## src/rtl/spare_ctrl_pkg.sv

```systemverilog
// Shared constants, FSM state type and select helper for the spare SRAM controller.
package spare_ctrl_pkg;

  localparam int unsigned MAIN_ADDR_W = 12;
  localparam int unsigned NSPARE      = 25;
  localparam int unsigned ROW_W       = 7;
  localparam int unsigned BLK_W       = MAIN_ADDR_W - ROW_W;
  localparam int unsigned IDX_W       = 5;

  typedef enum logic [2:0] {
    StIdle,
    StSetup,
    StStrobe,
    StRead,
    StDone
  } state_e;

  // Active-low one-hot bank select.
  function automatic logic [NSPARE-1:0] sel_n(input logic [IDX_W-1:0] idx);
    logic [NSPARE-1:0] onehot;
    onehot = NSPARE'(1) << idx;
    return ~onehot;
  endfunction

endpackage

```

## src/rtl/spare_sram_ctrl_if.sv

```systemverilog
// Request, fault-report and spare-array pin bundle of the spare SRAM controller.
interface spare_sram_ctrl_if #(
  parameter int unsigned ADDR_W = spare_ctrl_pkg::MAIN_ADDR_W
);

  logic                                    REG_VALID;
  logic [ADDR_W-spare_ctrl_pkg::ROW_W-1:0] REG_BLK;
  logic                                    REG_FULL;
  logic                                    REQ_VALID;
  logic                                    REQ_READY;
  logic                                    REQ_WE;
  logic [ADDR_W-1:0]                       REQ_ADDR;
  logic [7:0]                              REQ_WDATA;
  logic                                    RSP_VALID;
  logic                                    RSP_HIT;
  logic [7:0]                              RSP_RDATA;
  logic [spare_ctrl_pkg::ROW_W-1:0]        MEM_ADDR;
  logic                                    MEM_CE;
  logic                                    MEM_WEB;
  logic [spare_ctrl_pkg::NSPARE-1:0]       MEM_OEB;
  logic [spare_ctrl_pkg::NSPARE-1:0]       MEM_CSB;
  logic [7:0]                              MEM_IDATA;
  logic [7:0]                              SPARE_ODATA;

  modport slave (
    input  REG_VALID, REG_BLK, REQ_VALID, REQ_WE, REQ_ADDR, REQ_WDATA, SPARE_ODATA,
    output REG_FULL, REQ_READY, RSP_VALID, RSP_HIT, RSP_RDATA,
    output MEM_ADDR, MEM_CE, MEM_WEB, MEM_OEB, MEM_CSB, MEM_IDATA
  );

  modport master (
    output REG_VALID, REG_BLK, REQ_VALID, REQ_WE, REQ_ADDR, REQ_WDATA, SPARE_ODATA,
    input  REG_FULL, REQ_READY, RSP_VALID, RSP_HIT, RSP_RDATA,
    input  MEM_ADDR, MEM_CE, MEM_WEB, MEM_OEB, MEM_CSB, MEM_IDATA
  );

endinterface

```

## src/rtl/spare_fault_cam.sv

```systemverilog
// Fault table: maps faulty main-memory blocks to spare banks, allocated in report order.
module spare_fault_cam
  import spare_ctrl_pkg::*;
#(
  parameter int unsigned BlkW = BLK_W
) (
  input  logic             i_clk,
  input  logic             i_rst_n,
  input  logic             i_reg_valid,
  input  logic [BlkW-1:0]  i_reg_blk,
  input  logic [BlkW-1:0]  i_lkp_blk,
  output logic             o_hit,
  output logic [IDX_W-1:0] o_idx,
  output logic             o_full
);

  logic [BlkW-1:0]   r_blk [NSPARE];
  logic [NSPARE-1:0] r_vld;
  logic [IDX_W-1:0]  r_ptr;
  logic              r_full;
  logic              w_dup;
  logic [NSPARE-1:0] w_match;

  // At most one entry can match, so OR-ing indices yields the matching one.
  always_comb begin
    w_dup   = 1'b0;
    w_match = '0;
    o_idx   = '0;
    for (int i = 0; i < NSPARE; i++) begin
      if (r_vld[i] && (r_blk[i] == i_reg_blk)) w_dup = 1'b1;
      w_match[i] = r_vld[i] && (r_blk[i] == i_lkp_blk);
      if (w_match[i]) o_idx = o_idx | IDX_W'(i);
    end
  end

  assign o_hit  = |w_match;
  assign o_full = r_full;

  always_ff @(posedge i_clk) begin
    if (!i_rst_n) begin
      r_vld  <= '0;
      r_ptr  <= '0;
      r_full <= 1'b0;
    end else if (i_reg_valid && !w_dup) begin
      if (r_ptr < IDX_W'(NSPARE)) begin
        r_blk[r_ptr] <= i_reg_blk;
        r_vld[r_ptr] <= 1'b1;
        r_ptr        <= r_ptr + 1'b1;
      end else begin
        r_full <= 1'b1;
      end
    end
  end

endmodule

```

## src/rtl/spare_sram_ctrl.sv

```systemverilog
// Spare SRAM controller: fault-table lookup, request FSM and registered spare-array pins.
module spare_sram_ctrl
  import spare_ctrl_pkg::*;
#(
  parameter int unsigned ADDR_W = MAIN_ADDR_W
) (
  input  logic             CLK,
  input  logic             RSTN,
  spare_sram_ctrl_if.slave bus
);

  localparam int unsigned BlkW = ADDR_W - ROW_W;

  state_e            r_state, w_state_d;
  logic [ROW_W-1:0]  r_row, w_row_d;
  logic              r_we, w_we_d;
  logic [7:0]        r_wdata, w_wdata_d;
  logic              r_hit, w_hit_d;
  logic [IDX_W-1:0]  r_idx, w_idx_d;
  logic              w_cam_hit;
  logic [IDX_W-1:0]  w_cam_idx;

  logic [ROW_W-1:0]  r_mem_addr, w_mem_addr;
  logic              r_mem_ce, w_mem_ce;
  logic              r_mem_web, w_mem_web;
  logic [NSPARE-1:0] r_mem_oeb, w_mem_oeb;
  logic [NSPARE-1:0] r_mem_csb, w_mem_csb;
  logic [7:0]        r_mem_idata, w_mem_idata;
  logic              r_rsp_valid, r_rsp_hit, r_req_ready;
  logic [7:0]        r_rsp_rdata;

  spare_fault_cam #(
    .BlkW(BlkW)
  ) u_cam (
    .i_clk      (CLK),
    .i_rst_n    (RSTN),
    .i_reg_valid(bus.REG_VALID),
    .i_reg_blk  (bus.REG_BLK),
    .i_lkp_blk  (bus.REQ_ADDR[ADDR_W-1:ROW_W]),
    .o_hit      (w_cam_hit),
    .o_idx      (w_cam_idx),
    .o_full     (bus.REG_FULL)
  );

  always_comb begin
    w_state_d = r_state;
    w_row_d   = r_row;
    w_we_d    = r_we;
    w_wdata_d = r_wdata;
    w_hit_d   = r_hit;
    w_idx_d   = r_idx;
    case (r_state)
      StIdle: begin
        if (bus.REQ_VALID) begin
          w_row_d   = bus.REQ_ADDR[ROW_W-1:0];
          w_we_d    = bus.REQ_WE;
          w_wdata_d = bus.REQ_WDATA;
          w_hit_d   = w_cam_hit;
          w_idx_d   = w_cam_idx;
          w_state_d = w_cam_hit ? StSetup : StDone;
        end
      end
      StSetup:  w_state_d = StStrobe;
      StStrobe: w_state_d = r_we ? StDone : StRead;
      StRead:   w_state_d = StDone;
      default:  w_state_d = StIdle;
    endcase
  end

  // Pins are computed from the next state so each one is a plain flop output.
  always_comb begin
    w_mem_csb   = '1;
    w_mem_oeb   = '1;
    w_mem_ce    = 1'b0;
    w_mem_web   = 1'b1;
    w_mem_addr  = r_mem_addr;
    w_mem_idata = r_mem_idata;
    case (w_state_d)
      StSetup, StStrobe: begin
        w_mem_csb   = sel_n(w_idx_d);
        w_mem_addr  = w_row_d;
        w_mem_idata = w_wdata_d;
        w_mem_web   = ~w_we_d;
        w_mem_ce    = (w_state_d == StStrobe);
      end
      StRead: begin
        w_mem_csb = sel_n(w_idx_d);
        w_mem_oeb = sel_n(w_idx_d);
      end
      default: ;
    endcase
  end

  always_ff @(posedge CLK) begin
    if (!RSTN) begin
      r_state     <= StIdle;
      r_row       <= '0;
      r_we        <= 1'b0;
      r_wdata     <= '0;
      r_hit       <= 1'b0;
      r_idx       <= '0;
      r_mem_addr  <= '0;
      r_mem_ce    <= 1'b0;
      r_mem_web   <= 1'b1;
      r_mem_oeb   <= '1;
      r_mem_csb   <= '1;
      r_mem_idata <= '0;
      r_rsp_valid <= 1'b0;
      r_rsp_hit   <= 1'b0;
      r_rsp_rdata <= '0;
      r_req_ready <= 1'b1;
    end else begin
      r_state     <= w_state_d;
      r_row       <= w_row_d;
      r_we        <= w_we_d;
      r_wdata     <= w_wdata_d;
      r_hit       <= w_hit_d;
      r_idx       <= w_idx_d;
      r_mem_addr  <= w_mem_addr;
      r_mem_ce    <= w_mem_ce;
      r_mem_web   <= w_mem_web;
      r_mem_oeb   <= w_mem_oeb;
      r_mem_csb   <= w_mem_csb;
      r_mem_idata <= w_mem_idata;
      r_rsp_valid <= (w_state_d == StDone);
      r_rsp_hit   <= (w_state_d == StDone) && w_hit_d;
      r_rsp_rdata <= (r_state == StRead) ? bus.SPARE_ODATA : 8'h00;
      r_req_ready <= (w_state_d == StIdle);
    end
  end

  assign bus.MEM_ADDR  = r_mem_addr;
  assign bus.MEM_CE    = r_mem_ce;
  assign bus.MEM_WEB   = r_mem_web;
  assign bus.MEM_OEB   = r_mem_oeb;
  assign bus.MEM_CSB   = r_mem_csb;
  assign bus.MEM_IDATA = r_mem_idata;
  assign bus.RSP_VALID = r_rsp_valid;
  assign bus.RSP_HIT   = r_rsp_hit;
  assign bus.RSP_RDATA = r_rsp_rdata;
  assign bus.REQ_READY = r_req_ready;

endmodule

```

## src/flat_wrapper.sv

```systemverilog
// flat-port wrapper written by rule: the top's interface ports become plain ports
module spare_sram_ctrl_flat import spare_ctrl_pkg::*;
#(
  parameter int unsigned ADDR_W = MAIN_ADDR_W
)
  (CLK, RSTN, bus_REG_VALID, bus_REG_BLK, bus_REQ_VALID, bus_REQ_WE, bus_REQ_ADDR, bus_REQ_WDATA, bus_SPARE_ODATA, bus_REG_FULL, bus_REQ_READY, bus_RSP_VALID, bus_RSP_HIT, bus_RSP_RDATA, bus_MEM_ADDR, bus_MEM_CE, bus_MEM_WEB, bus_MEM_OEB, bus_MEM_CSB, bus_MEM_IDATA);
  spare_sram_ctrl_if #(.ADDR_W(ADDR_W)) bus_i ();
  input  logic CLK;
  input  logic RSTN;
  input wire logic [$bits(bus_i.REG_VALID)-1:0] bus_REG_VALID;
  input wire logic [$bits(bus_i.REG_BLK)-1:0] bus_REG_BLK;
  input wire logic [$bits(bus_i.REQ_VALID)-1:0] bus_REQ_VALID;
  input wire logic [$bits(bus_i.REQ_WE)-1:0] bus_REQ_WE;
  input wire logic [$bits(bus_i.REQ_ADDR)-1:0] bus_REQ_ADDR;
  input wire logic [$bits(bus_i.REQ_WDATA)-1:0] bus_REQ_WDATA;
  input wire logic [$bits(bus_i.SPARE_ODATA)-1:0] bus_SPARE_ODATA;
  output wire logic [$bits(bus_i.REG_FULL)-1:0] bus_REG_FULL;
  output wire logic [$bits(bus_i.REQ_READY)-1:0] bus_REQ_READY;
  output wire logic [$bits(bus_i.RSP_VALID)-1:0] bus_RSP_VALID;
  output wire logic [$bits(bus_i.RSP_HIT)-1:0] bus_RSP_HIT;
  output wire logic [$bits(bus_i.RSP_RDATA)-1:0] bus_RSP_RDATA;
  output wire logic [$bits(bus_i.MEM_ADDR)-1:0] bus_MEM_ADDR;
  output wire logic [$bits(bus_i.MEM_CE)-1:0] bus_MEM_CE;
  output wire logic [$bits(bus_i.MEM_WEB)-1:0] bus_MEM_WEB;
  output wire logic [$bits(bus_i.MEM_OEB)-1:0] bus_MEM_OEB;
  output wire logic [$bits(bus_i.MEM_CSB)-1:0] bus_MEM_CSB;
  output wire logic [$bits(bus_i.MEM_IDATA)-1:0] bus_MEM_IDATA;
  assign bus_i.REG_VALID = bus_REG_VALID;
  assign bus_i.REG_BLK = bus_REG_BLK;
  assign bus_i.REQ_VALID = bus_REQ_VALID;
  assign bus_i.REQ_WE = bus_REQ_WE;
  assign bus_i.REQ_ADDR = bus_REQ_ADDR;
  assign bus_i.REQ_WDATA = bus_REQ_WDATA;
  assign bus_i.SPARE_ODATA = bus_SPARE_ODATA;
  assign bus_REG_FULL = bus_i.REG_FULL;
  assign bus_REQ_READY = bus_i.REQ_READY;
  assign bus_RSP_VALID = bus_i.RSP_VALID;
  assign bus_RSP_HIT = bus_i.RSP_HIT;
  assign bus_RSP_RDATA = bus_i.RSP_RDATA;
  assign bus_MEM_ADDR = bus_i.MEM_ADDR;
  assign bus_MEM_CE = bus_i.MEM_CE;
  assign bus_MEM_WEB = bus_i.MEM_WEB;
  assign bus_MEM_OEB = bus_i.MEM_OEB;
  assign bus_MEM_CSB = bus_i.MEM_CSB;
  assign bus_MEM_IDATA = bus_i.MEM_IDATA;
  spare_sram_ctrl #(.ADDR_W(ADDR_W)) u_core (.CLK(CLK), .RSTN(RSTN), .bus(bus_i));
endmodule
```

## config.mk

```make
export PLATFORM = sky130hd
export DESIGN_NAME = spare_sram_ctrl_flat
export DESIGN_NICKNAME = d
export VERILOG_FILES = /design/src/rtl/spare_ctrl_pkg.sv /design/src/rtl/spare_sram_ctrl_if.sv /design/src/rtl/spare_fault_cam.sv /design/src/rtl/spare_sram_ctrl.sv /design/src/flat_wrapper.sv
export SDC_FILE = /design/constraint.sdc
export NUM_CORES = 1
export LEC_CHECK = 0
export BUFFER_PORTS_ARGS = -buffer_cell sky130_fd_sc_hd__buf_2
export CAP_MARGIN = 20
export CORE_UTILIZATION = 50
export CTS_BUF_LIST = sky130_fd_sc_hd__clkbuf_4 sky130_fd_sc_hd__clkbuf_8
export DETAILED_ROUTE_END_ITERATION = 12
export GPL_TIMING_DRIVEN = 1
export PLACE_DENSITY = 0.77
export REMOVE_ABC_BUFFERS = 1
export SYNTH_ARGS = -nofsm -noshare
export SYNTH_HDL_FRONTEND = slang
export SYNTH_HIERARCHICAL = 1
export SYNTH_SLANG_ARGS = --single-unit
```

## constraint.sdc

```tcl
create_clock -name CLK -period 4.4 [get_ports CLK]
set_clock_uncertainty 0.2 [all_clocks]
set_input_delay 0.66 -clock CLK [delete_from_list [all_inputs] [get_ports CLK]]
set_output_delay 0.66 -clock CLK [all_outputs]
set_load 0.1 [all_outputs]
```

======== Word-level counts from Yosys, hierarchy flattened ========
Memories as Yosys holds them, arrays and structs flattened.
Index checks and enable logic that the tools add are counted.
cells by class
  $lt $le $gt $ge ......................... 3
  $add $sub $neg .......................... 1
  shift-type cells ........................ 1
  equal/unequal tests ..................... 60
  reduce and logical (&&, ||, !) cells .... 65
  multiplexer cells ....................... 90
  bitwise gates (word level) .............. 3
operators with widths
  kind                                                                                  number
  5-bit equality test                                                                   50
  25-bit two-way mux                                                                    5
  5-bit two-way mux                                                                     17
  1-bit logical AND                                                                     53
  1-bit two-way mux                                                                     42
  4-bit two-way mux                                                                     8
  25-bit inverter                                                                       1
  25-bit OR                                                                             1
  25-bit OR reduction                                                                   1
  1-bit by 5-bit left shift with 25-bit output (first input constant)                   1
  3-bit two-way mux                                                                     8
  8-bit two-way mux                                                                     3
  7-bit two-way mux                                                                     3
  3-bit by 2-bit equality test with 1-bit output (second input constant)                4
  3-bit case mux with 4 select lines                                                    1
  2-bit AND reduction                                                                   6
  3-bit by 1-bit equality test with 1-bit output (second input constant)                2
  3-bit zero test                                                                       2
  5-bit by 6-bit less-than comparator with 1-bit output (second input constant)         1
  5-bit by 1-bit adder with 5-bit output (second input constant)                        1
  1-bit demux with 5-bit select                                                         1
  5-bit by 1-bit greater-or-equal comparator with 1-bit output (second input constant)  1
  5-bit less-than comparator (second input constant)                                    1
  2-bit two-way mux                                                                     2
  other kinds (7)                                                                       8
word-level totals
  register bits ........................... 134
  word-level logic and storage cells ...... 243
  bits of input ports ..................... 38
  memory bits (writable) .................. 125
  output and inout port bits .............. 79
  memories ................................ 1
memory list
  memory              depth  bits a word  read ports  clocked after memory_dff  write ports  RTL line               RTL
  u_core.u_cam.r_blk  25     5            25          0                         1            spare_fault_cam.sv:17  logic [BlkW-1:0] r_blk [NSPARE];

======== Logic depth before layout (Yosys ltp) ========
Gate-level depths: netlist of the first run.
An unclocked memory read counts as a cell.
  depth in word-level cells ............... 34
  mapped depth ............................ 14
  mapped depth without buffers ............ 10

======== Cells and area by module ========
Netlist of the first run, hierarchy kept.
by module, submodules not included
  module           instances  area each (µm²)  sequential area each (µm²)  cells each
  spare_fault_cam  1          8351.8           4374.2                      664
  spare_sram_ctrl  1          3702.3           2062.0                      336

======== Least setup slack after synthesis of the first run ========
No wires, ideal clock.
  path kind ............................... input -> register
  start point ............................. input port bus_REQ_ADDR[11]
  end point ............................... register u_core.r_mem_addr[6] (netlist: u_core/bus.MEM_ADDR[6])
  library setup time ...................... 0.080 ns
  setup slack ............................. 0.797 ns
  cell stages on the path ................. 13
  data arrival time ....................... 3.323 ns
  data required time ...................... 4.120 ns
  buffers on the path ..................... 5
  path through ............................ buf_2 -> buf_2 -> buf_2 -> xor2_1 -> nor4_1 -> a311oi_1 -> nand3_1 -> or3_1 -> a21o_1 -> and2_1 -> buf_2 -> buf_4 -> a211oi_2
on the way
  word-level cells in the longest chain between the ends .. 9
  elaborated cells on any way between the ends .. 58
RTL lines
  element                                                                                                                  RTL line                RTL
  start, declared                                                                                                          flat_wrapper.sv:14      input wire logic [$bits(bus_i.REQ_ADDR)-1:0] bus_REQ_ADDR;
  5-bit equality test                                                                                                      spare_fault_cam.sv:31   w_match[i] = r_vld[i] && (r_blk[i] == i_lkp_blk);
  1-bit logical AND                                                                                                        spare_fault_cam.sv:31
  25-bit OR reduction *                                                                                                    spare_fault_cam.sv:36   assign o_hit = |w_match;
  named net u_core.w_cam_hit                                                                                               spare_sram_ctrl.sv:20   logic w_cam_hit;
  3-bit two-way mux *                                                                                                      spare_sram_ctrl.sv:60   w_state_d = w_cam_hit ? StSetup : StDone;
  3-bit two-way mux *                                                                                                      spare_sram_ctrl.sv:54   if (bus.REQ_VALID) begin
  3-bit two-way mux *                                                                                                      spare_sram_ctrl.sv:52   case (r_state)
  3-bit case mux with 4 select lines *                                                                                     spare_sram_ctrl.sv:52
  3-bit by 1-bit equality test with 1-bit output / 3-bit by 2-bit equality test with 1-bit output (equally long branches)  spare_sram_ctrl.sv:78   case (w_state_d)
  2-bit OR reduction *                                                                                                     spare_sram_ctrl.sv:78
  end signal, assigned                                                                                                     spare_sram_ctrl.sv:119  r_mem_addr <= w_mem_addr;
  end, declared                                                                                                            spare_sram_ctrl.sv:23   logic [ROW_W-1:0] r_mem_addr, w_mem_addr;
Mark *: on every way through the listed nets, which the timed path passes. The rest lies on a longest branch. The select of a mux whose other input is x is not followed.
A chain may end at the register's enable or synchronous reset.

======== Final worst setup path of the first run ========
  start point ............................. input port bus_REQ_ADDR[9]
  end point ............................... register u_core.r_mem_idata[6] (netlist: u_core/bus.MEM_IDATA[6])
on the way
  word-level cells in the longest chain between the ends .. 9
  elaborated cells on any way between the ends .. 58
RTL lines
  element                                                                                                                  RTL line                RTL
  5-bit equality test                                                                                                      spare_fault_cam.sv:31
  1-bit logical AND                                                                                                        spare_fault_cam.sv:31
  25-bit OR reduction *                                                                                                    spare_fault_cam.sv:36
  named net u_core.w_cam_hit                                                                                               spare_sram_ctrl.sv:20
  3-bit two-way mux *                                                                                                      spare_sram_ctrl.sv:60
  3-bit two-way mux *                                                                                                      spare_sram_ctrl.sv:54
  3-bit two-way mux *                                                                                                      spare_sram_ctrl.sv:52
  3-bit case mux with 4 select lines *                                                                                     spare_sram_ctrl.sv:52
  3-bit by 1-bit equality test with 1-bit output / 3-bit by 2-bit equality test with 1-bit output (equally long branches)  spare_sram_ctrl.sv:78
  2-bit OR reduction *                                                                                                     spare_sram_ctrl.sv:78
  end signal, assigned                                                                                                     spare_sram_ctrl.sv:124  r_mem_idata <= w_mem_idata;
  end, declared                                                                                                            spare_sram_ctrl.sv:28   logic [7:0] r_mem_idata, w_mem_idata;
Marks and branches as above.

==> summary.txt, run 1 <==
Status
  • Status: complete, no violations

Critical path
  • Most used cell, CP: and2_1
  • Worst Path Max Fanout: 16
  • Crit Path Category: input port to flip-flop
  • Cell chain of the critical path: buf_2 > buf_4 > xor2_1 > nor4_1 > and3_1 > a31oi_1 > and2_1 > nand4_1 > or3_1 > a21o_1 > and2_1 > a211oi_1
  • Crit path DAT: slightly below 4 ns
  • Required time of the critical path: 4.67 ns
  • CP Capture Type: flip-flop
  • Slowest cell on crit path: or3_1
  • Startpoint types: input port
  • CP max stage delay: approximately 0.46 ns

Cells and area
  • Antenna Cells: 0
  • Nets: between 1000 and 1500
  • Fill count: 1933
  • Ratio of cells with drive above 1 in the final layout: 0.236
  • Area of the multi-input gates: 5060 um2
  • Sequential Area: 6440 um2
  • Area Growth Syn to Fin: 14.9%

Clock network
  • CTS Buffer Depth: 3
  • CTS clk-pin slew, worst paths: approximately 0.06 ns
  • Post-CTS resize count: 0
  • H-Tree Depth: 2
  • TritonCTS Buffers: 44
  • Number of hold buffers added after CTS: 0
  • Clock Sinks: 259
  • TritonCTS clock tree: done
  • CTS root buf: clkbuf_8
  • Post-CTS Setup Inserts: 0
  • Later-pin clock latency in the skew report: between 0.5 and 0.6 ns

STA
  • Final setup violation count: 0
  • Hold_ws: 0.109 ns
  • Highest clock rate: about 280 MHz
  • Minimum clock period: 3.59 ns
  • Final cycle utilization of the critical path: 0.817
  • Relative slew slack: 0.313
  • Max-slew violation count: 0
  • Worst Max-Slew Pin Slew: ~1.0 ns
  • Slack of the critical path: 0.807 ns
  • Total negative slack: 0 ns
  • RSZ-0062 raised after global routing: no
  • Hold Vio Cnt, Final: 0

Placed design
  • Placer Congestion: between 0.8 and 0.9
  • Dpl ws: approximately 0.26 ns
  • I/O Buffers: roughly 120
  • DP HPWL: approximately 19000 um

Logic synthesis
  • FFs w/ async S/R, synth: 0
  • Most used DFF post-synth: dfxtp_1
  • Avg Cell Area, Syn: between 10 and 15 um2
  • Number of flops mapped to enable cells by yosys: 125
  • Sequential area share after synthesis: 0.534
  • Top cells by area, synth: edfxtp_1 (31%), dfxtp_1 (22%), xor2_1 (14%)
  • Ys Warns: 6
  • Synth unique cells: 53
  • Largest area contributor in the synthesized netlist: edfxtp_1
  • Post-synth top area share: 0.311
  • Post-Syn Instances: 1000
  • #FFs+latches synth: around 260
  • Mapped cell area: approximately 12000 um2

Global routing
  • Vias in the first global route: between 8000 and 9000
  • Overflow after GRT: 0
  • Largest net degree at the start of global routing: 35
  • First-pass GRT wire length: roughly 44000 um
  • Tot GR Track Use: 0.229
  • Antenna violations before repair: 0

Floorplanning
  • Die ar.: roughly 25000 um2
  • Initial core utilization: 0.512
  • Core area: 23500 um2
  • DIE WIDTH: about 160 um
  • FP Rows: 56
  • # IOs: roughly 120
  • Chip height: 157 um

Pwr
  • Reg power frac: 0.492
  • Combinational power share: 0.073
  • Pint: 3.99 mW
  • Total power: around 5.2 mW
  • P_leak: a little over 5 nW
  • Pwr dens: 376 nW/um2
  • VDD IR max: about 0.00018 V
  • Sw Share: 0.233
  • Clock network fraction of total power: 0.434
  • Switch Pwr: approximately 1.2 mW

Routing
  • Routed Antenna Nets: 0
  • Avg WL per Cell: 18.8 um
  • Router iterations before antenna repair: 5
  • Vias: 8276
  • Drc violations: 0
  • Via density: around 5.6
  • Initial drt markers: between 700 and 800
  • WL final: 28000 um

Worst hold path
  • Worst hold path type: input port to flip-flop

Job
  • # Max-Cap Violations: 0
-- logic make-up after synthesis --
group	count (synthesis)	share of synthesized area
and+or+nand+nor	287	0.139
DFF	259	0.534
xor gates and xnor gates	250	0.184
AOI/OAI and AO/OA	79	0.0562
buffers and inverters	79	0.0466
muxes	42	0.0364
adders and majority gates	4	0.00415
-- power groups by stage --
stage / logic (mW) / clock network, mW / registers (mW)
floorplan: 0.173 / 0 / 2.64
global placement: 0.374 / 0 / 2.61
detailed placement: 0.381 / 0 / 2.61
CTS: 0.382 / 2.30 / 2.56
global route: 0.410 / 2.41 / 2.56
finish: 0.382 / 2.26 / 2.56
-- sequential cells by signal (all words and copies together), names as in the netlist, 3 cells and up --
| register | cells |
|---|---|
| u_core/r_state | 3 |
| u_core/r_wdata | 8 |
| u_core/bus.MEM_OEB | 25 |
| u_core/u_cam/r_ptr | 5 |
| u_core/bus.MEM_IDATA | 8 |
| u_core/u_cam/r_vld | 25 |
| u_core/r_idx | 5 |
| u_core/r_row | 7 |
| u_core/bus.RSP_RDATA | 8 |
| u_core/bus.MEM_ADDR | 7 |
| u_core/bus.MEM_CSB | 25 |
| u_core/u_cam/r_blk | 125 |
-- worst max-delay path: cells and delay by family --
family                    cells  cell delay, ns
and+or+nand+nor               6            1.51
AOI/OAI and AO/OA             3            0.86
xor gates and xnor gates      1            0.16
buffers and inverters         2            0.65
-- final cells by class --
cell class / count / share of cell area
flip-flops and latches: 259 / 0.465
multi-input cells: 662 / 0.365
repair buffers: 160 / 0.0721
clock buffers: 67 / 0.0589
well taps: 319 / 0.0288
clock inverters: 15 / 0.00921
inverters: 5 / 0.00135
-- final timing paths --
path	slack, ns	cells past startpoint	to	from
min	0.11	2	u_core/bus.RSP_RDATA[4]	bus_SPARE_ODATA[4]
min reg2reg	0.27	1	u_core/u_cam/o_full	u_core/u_cam/o_full
max	0.81	12	u_core/bus.MEM_IDATA[6]	bus_REQ_ADDR[9]
max reg2reg	1.07	10	u_core/bus.MEM_IDATA[6]	u_core/u_cam/r_blk[13][4]
-- synthesized netlist by cell type, types with 23 or more instances --
cell and n:
edfxtp_1 125, clkbuf_1 23, xor2_1 197, dfxtp_1 134, nand3_1 82, buf_2 23
mux2i_1 30, xnor2_1 50, and3_1 32, nor2_1 34, a32o_1 26, nor4_1 55
-- routing by layer --
layer  vias to the layer above  global-route usage  wire, um
met5                         -                   0         0
met4                         0              0.0804       629
met3                        53              0.0509      1780
met2                       258               0.369     13500
met1                      4089               0.303     12100
li1                       3876                   -         -
-- cell usage in the layout, fill, tap and decap left out, types with 13 or more instances in the layout --
master	instances
edfxtp_1	125
clkbuf_4	17
xor2_1	197
clkbuf_8	50
a21oi_1	16
nor2_1	34
xnor2_1	50
nor4_1	55
a211oi_2	15
a31oi_1	13
nand3_1	82
buf_2	116
dfxtp_1	134
a32o_1	26
and3_1	32
mux2i_1	30
buf_4	37
-- per-stage QoR --
step | area [um2] | utilization | cells
CTS | 13900 | 0.588 | 1487
global placement | 12900 | 0.548 | 1405
detailed placement | 12900 | 0.548 | 1405
global route | 13900 | 0.588 | 1487
finish | 13900 | 0.588 | 1487
floorplan | 11500 | - | 926
Power figures use the tool's default switching activity.
==> run 2: changes to the inputs <==
==> constraint.sdc (replaced) <==
create_clock -name CLK -period 3.6 [get_ports CLK]
set_clock_uncertainty 0.2 [all_clocks]
set_input_delay 0.54 -clock CLK [delete_from_list [all_inputs] [get_ports CLK]]
set_output_delay 0.54 -clock CLK [all_outputs]
set_load 0.1 [all_outputs]
==> summary.txt, run 2 (synthesized netlist as in run 1, its figures left out) <==
Clock network
  • TritonCTS Buffers: 42 (-4.5%)
  • Clock Sinks: 259 (unchanged)
  • CTS root buf: clkbuf_8
  • Later-pin clock latency in the skew report: 0.56 ns (about the same)
  • Post-CTS Setup Inserts: 0 (unchanged)
  • Number of hold buffers added after CTS: 8 (+8)
  • CTS clk-pin slew, worst paths: 0.06 ns (about the same)
  • TritonCTS clock tree: done
  • H-Tree Depth: 2 (unchanged)
  • Post-CTS resize count: 0 (unchanged)
  • CTS Buffer Depth: 3 (unchanged)

Pwr
  • Clock network fraction of total power: 0.410 (-0.024)
  • Reg power frac: 0.509 (+0.017)
  • VDD IR max: 0.000210 V (+16%)
  • P_leak: 5.30 nW (+2.2%)
  • Pwr dens: 437 nW/um2 (+16%)
  • Combinational power share: 0.081 (+0.008)
  • Switch Pwr: 1.49 mW (+22%)
  • Sw Share: 0.241 (+0.00814)
  • Pint: 4.67 mW (+17%)

Status
  • Status: complete, no violations

Floorplanning
  • Core area: 23500 um2 (unchanged)
  • DIE WIDTH: 157 um (unchanged)
  • # IOs: 117 (unchanged)
  • Chip height: 157 um (unchanged)
  • Die ar.: 24700 um2 (unchanged)
  • Initial core utilization: 0.512 (unchanged)
  • FP Rows: 56 (unchanged)

Job
  • # Max-Cap Violations: 0 (unchanged)

STA
  • Total negative slack: 0 ns (unchanged)
  • Final cycle utilization of the critical path: 0.870
  • Minimum clock period: ~3.1 ns
  • Final setup violation count: 0 (unchanged)
  • Hold Vio Cnt, Final: 0 (unchanged)
  • RSZ-0062 raised after global routing: no
  • Max-slew violation count: 0 (unchanged)
  • Highest clock rate: 319 MHz
  • Relative slew slack: 0.530 (+0.217)
  • Worst Max-Slew Pin Slew: 0.702 ns (-0.327 ns)

Routing
  • Vias: 8460 (+2.2%)
  • Via density: 5.63 (+1.1%)
  • Router iterations before antenna repair: 5 (unchanged)
  • Avg WL per Cell: 19.3 um (+2.4%)
  • Initial drt markers: 837 (+8.7%)
  • Drc violations: 0 (unchanged)
  • Routed Antenna Nets: 0 (unchanged)
  • WL final: 29000 um (+3.5%)

Cells and area
  • Commonest non-fill, non-tap cell in the layout: xor2_1
  • Commonest non-fill, non-tap cells in the layout: xor2_1 (197), dfxtp_1 (134), edfxtp_1 (125)
  • Ratio of cells with drive above 1 in the final layout: 0.240 (+0.00336)
  • Finished Layout Cells: 1504 (+1.1%)
  • Fill count: 1908 (-1.3%)
  • Nets: 1194 (+1.7%)
  • Max reg flops: 125 (unchanged)
  • Layout Utilization: 0.598 (+0.00935)
  • Area Growth Syn to Fin: 16.7%
  • Post-route cell area: 14100 um2 (+1.6%)
  • Top reg by flops: u_core/u_cam/r_blk
  • Antenna Cells: 0 (unchanged)

Critical path
  • Crit path DAT: 3.40 ns (-0.46 ns)
  • Reg2reg path depth: 8 (-2)
  • Startpoint types: input port
  • Reg-to-reg critical path endpoint: u_core/u_cam/r_blk[19][3]
  • Cell chain of the critical path: buf_2 > buf_4 > xor2_1 > nor4_1 > and3_1 > a31oi_1 > and2_1 > nand4_1 > or3_1 > a21o_1 > and2_1 > buf_12 > a211oi_1
  • Most used cell, CP: and2_1
  • Buf+Inv Stages, Crit Path: 3 (+1)
  • FF-to-FF Start: u_core/u_cam/r_blk[24][2]
  • Crit Path Category: input port to flip-flop
  • CP Depth: 13 (+1)
  • Slowest cell on crit path: or3_1
  • CP max stage delay: 0.47 ns (about the same)
  • CP Capture Type: flip-flop
  • Crit path max-delay family: simple AND/OR/NAND/NOR gates
  • Flop2flop setup slack: 0.52 ns (-0.55 ns)
  • Worst Path Max Fanout: 16 (unchanged)
  • Required time of the critical path: 3.87 ns (-0.80 ns)

Global routing
  • Vias in the first global route: 8323 (+4.0%)
  • First-pass GRT wire length: 45400 um (+3.6%)
  • Overflow after GRT: 0 (unchanged)
  • Tot GR Track Use: 0.238 (+0.00917)
  • Largest net degree at the start of global routing: 36 (+2.9%)
  • Antenna violations before repair: 0 (unchanged)

Worst hold path
  • WHS Endpoint: u_core/r_we
  • Worst hold stages: 3 (+1)
  • Hold Startpoint: bus_REQ_WE
  • Worst hold path type: input port to flip-flop

Placed design
  • Placer Congestion: 0.894 (+8.7%)
  • Post-Place Cells: 1419 (+1.0%)
  • I/O Buffers: 116 (unchanged)
  • DP HPWL: 19400 um (+1.7%)
  • Post-DP Area: 13200 um2 (+1.9%)
==> run 2: how the worst max path moves through the flow <==
stage | startpoint | end | slack (ns)
after floorplan | bus_REQ_VALID | u_core/bus.MEM_CSB[0] | -0.008
after detailed placement | bus_REQ_ADDR[8] | u_core/bus.MEM_IDATA[6] | -0.007
final | bus_REQ_ADDR[8] | u_core/bus.MEM_IDATA[6] | 0.47
after CTS | u_core/u_cam/r_blk[24][4] | u_core/bus.MEM_IDATA[6] | 0.55
after global routing | u_core/u_cam/r_blk[24][4] | u_core/bus.MEM_IDATA[6] | 0.34
after global placement | bus_REQ_ADDR[8] | u_core/bus.MEM_IDATA[6] | 0.14
==> run 2: power groups by stage <==
stage | clock (mW) | sequential (mW) | combinational [mW]
after floorplan | 0 | 3.22 | 0.211
after global placement | 0 | 3.19 | 0.481
after detailed placement | 0 | 3.19 | 0.489
after CTS | 2.57 | 3.13 | 0.499
after global routing | 2.71 | 3.13 | 0.533
final | 2.53 | 3.13 | 0.500
==> run 2: routing by layer <==
| metal | part of all wire | up-vias | track usage |
|---|---|---|---|
| met5 | 0 | - | 0 |
| met4 | 0.021 | 0 | 0.0841 |
| met3 | 0.067 | 52 | 0.0421 |
| met2 | 0.49 | 342 | 0.387 |
| met1 | 0.43 | 4146 | 0.319 |
| li1 | - | 3920 | - |
==> run 2: per-stage QoR <==
stage          total power, mW  setup WS, ns  hold slack (ns)
5_1_grt                   6.37         0.337           0.0368
3_3_place_gp              3.67         0.144            0.255
6_report                  6.16         0.468           0.0552
3_5_place_dp              3.68      -0.00741            0.264
2_1_floorplan             3.43      -0.00812            0.255
4_1_cts                   6.20         0.554           0.0279
==> run 2: worst min-delay path, delay by kind of cell <==
family | cells | cell delay (ns)
buf+inv | 1 | 0.09
simple gates | 1 | 0.08
mux | 1 | 0.07
==> run 2: layout make-up <==
cell class	count	area, um2	share of cell area
sequential	259	6440	0.457
multi-input combinational	662	5060	0.359
clock buffer	63	761	0.0541
timing repair buffer	182	1320	0.0939
tap	319	399	0.0284
inverter	5	18.8	0.00133
clock inverter	14	80.1	0.00569
==> run 3: changes to the inputs <==
--- a/config.mk
+++ b/config.mk
@@ -7,6 +7,7 @@
 export LEC_CHECK = 0
 export BUFFER_PORTS_ARGS = -buffer_cell sky130_fd_sc_hd__buf_2
 export CAP_MARGIN = 20
+export CORE_ASPECT_RATIO = 1.25
 export CORE_UTILIZATION = 50
 export CTS_BUF_LIST = sky130_fd_sc_hd__clkbuf_4 sky130_fd_sc_hd__clkbuf_8
 export DETAILED_ROUTE_END_ITERATION = 12
==> summary.txt, run 3 (synthesized netlist as in run 1, its figures left out) <==
Status
  • Status: complete, no violations

Critical path
  • Slowest cell on crit path: or4_1
  • Crit path max-delay family: simple AND/OR/NAND/NOR gates
  • Crit Path Category: flip-flop to flip-flop
  • Startpoint types: flip-flop
  • Crit path DAT: 3.06 ns (-0.34 ns)
  • Buf+Inv Stages, Crit Path: 0 (-3)
  • Required time of the critical path: 3.59 ns (-0.28 ns)
  • Flop2flop setup slack: 0.53 ns (about the same)
  • Cell chain of the critical path: xor2_1 > nor4_1 > nand3_1 > nand4_1 > or4_1 > or3_1 > nor3_2
  • CP max stage delay: 0.56 ns (+0.09 ns)
  • Worst Path Max Fanout: 7 (-9)
  • CP Capture Type: flip-flop

Floorplanning
  • # IOs: 117 (unchanged)
  • Initial core utilization: 0.508 (-0.00397)
  • Chip height: 176 um (+12%)
  • Die ar.: 24700 um2 (about the same)
  • FP Rows: 63 (+13%)
  • DIE WIDTH: 141 um (-10%)
  • Core area: 23700 um2 (+0.78%)

Clock network
  • H-Tree Depth: 2 (unchanged)
  • CTS root buf: clkbuf_8
  • Post-CTS Setup Inserts: 0 (unchanged)
  • Post-CTS resize count: 0 (unchanged)
  • Later-pin clock latency in the skew report: 0.54 ns (-0.02 ns)
  • TritonCTS clock tree: done
  • CTS Buffer Depth: 3 (unchanged)
  • Clock Sinks: 259 (unchanged)
  • TritonCTS Buffers: 42 (unchanged)
  • CTS clk-pin slew, worst paths: 0.06 ns (about the same)

Routing
  • Routed Antenna Nets: 0 (unchanged)
  • Via density: 5.53 (-1.7%)
  • WL final: 27600 um (-4.7%)
  • Vias: 8338 (-1.4%)
  • Initial drt markers: 495 (-41%)
  • Router iterations before antenna repair: 5 (unchanged)
  • Avg WL per Cell: 18.3 um (-5.0%)
  • Drc violations: 0 (unchanged)

Placed design
  • I/O Buffers: 116 (unchanged)
  • Dpl ws: -0.00960 ns (-0.00220 ns)
  • Placer Congestion: 0.872 (-2.4%)
  • DP HPWL: 18600 um (-3.7%)

STA
  • Final setup violation count: 0 (unchanged)
  • Worst Max-Slew Pin Slew: 0.984 ns (+0.281 ns)
  • Hold Vio Cnt, Final: 0 (unchanged)
  • Highest clock rate: 326 MHz (+2.0%)
  • Minimum clock period: 3.07 ns (-0.0608 ns)
  • Total negative slack: 0 ns (unchanged)
  • Relative slew slack: 0.343 (-0.187)
  • RSZ-0062 raised after global routing: no
  • Max-slew violation count: 0 (unchanged)
  • Final cycle utilization of the critical path: 0.853 (-0.0169)
  • Slack of the critical path: 0.529 ns (+0.0608 ns)

Global routing
  • Vias in the first global route: 8395 (+0.87%)
  • Tot GR Track Use: 0.227 (-0.0114)
  • Antenna violations before repair: 0 (unchanged)
  • Overflow after GRT: 0 (unchanged)
  • First-pass GRT wire length: 43900 um (-3.2%)
  • Largest net degree at the start of global routing: 32 (-11%)

Cells and area
  • Area Growth Syn to Fin: 17.4%
  • Antenna Cells: 0 (unchanged)
  • Commonest non-fill, non-tap cell in the layout: xor2_1
  • Max reg flops: 125 (unchanged)
  • Ratio of cells with drive above 1 in the final layout: 0.241 (+0.00125)
  • Commonest non-fill, non-tap cells in the layout: xor2_1 (197), dfxtp_1 (134), edfxtp_1 (125)
  • Nets: 1192 (-0.17%)
  • Top reg by flops: u_core/u_cam/r_blk

Pwr
  • VDD IR max: 0.000350 V (+67%)
  • Pwr dens: 451 nW/um2 (+3.0%)
  • P_leak: 5.33 nW (+0.55%)

Job
  • # Max-Cap Violations: 0 (unchanged)

Worst hold path
  • Worst hold path type: input port to flip-flop
-- run 3: cell count changes in the layout (fill, tap and decap cells not counted), sizes merged --
cell,before,now
bufinv,0,3
clkbuf,63,58
clkinv,11,13
clkinvlp,0,1
dlygate4sd3,8,6
inv,8,7
-- run 3: per-layer routing --
| metal | vias to the layer above | wire length (um) | global-route usage |
|---|---|---|---|
| li1 | 3897 | - | - |
| met1 | 4074 | 11100 | 0.265 |
| met2 | 305 | 14300 | 0.410 |
| met3 | 62 | 1620 | 0.0431 |
| met4 | 0 | 703 | 0.0847 |
| met5 | - | 0 | 0 |
-- run 3: metrics by stage --
stage	cell area (um2)	hold WS (ns)	util	power [mW]	std cells
final	14200	0.0259	0.597	6.38	1508
after global routing	14200	0.000541	0.597	6.63	1508
after floorplan	11500	0.255	-	3.43	926
after detailed placement	13200	0.274	0.554	3.68	1424
after global placement	13200	0.260	0.554	3.67	1424
after CTS	14100	0.00253	0.596	6.44	1507
-- run 3: worst paths after layout --
check | from | to | depth (start not counted)
hold / removal | bus_SPARE_ODATA[4] | u_core/bus.RSP_RDATA[4] | 2
setup / recovery | u_core/u_cam/r_blk[14][3] | u_core/u_cam/r_blk[19][4] | 7
hold reg to reg | u_core/u_cam/o_full | u_core/u_cam/o_full | 1
setup reg to reg | u_core/u_cam/r_blk[14][3] | u_core/u_cam/r_blk[19][4] | 7
-- run 3: cell type report --
class                      instances  area (um2)
fill                            1901        9570
sequential                       259        6440
multi-input combinational        662        5060
timing repair buffer             180        1300
clock buffer                      58         767
tap                              325         407
clock inverter                    19         170
inverter                           5        18.8
-- run 3: worst register-to-register path, delay by kind of cell, from the launching register on --
family / cells / cell delay, ns
xor+xnor: 1 / 0.18
simple gates: 6 / 1.90
flops: 1 / 0.43
-- run 3: what timing repair did --
action                                  CTS  global route
endpoints found under the setup margin    0             0
hold buffers                              6             0
endpoints found under the hold margin     6             0
-- run 3: where the power goes --
group          internal, mW  total (mW)  switching [mW]
Sequential             3.11        3.13          0.0175
Combinational         0.192       0.499           0.307
Clock                  1.60        2.75            1.14
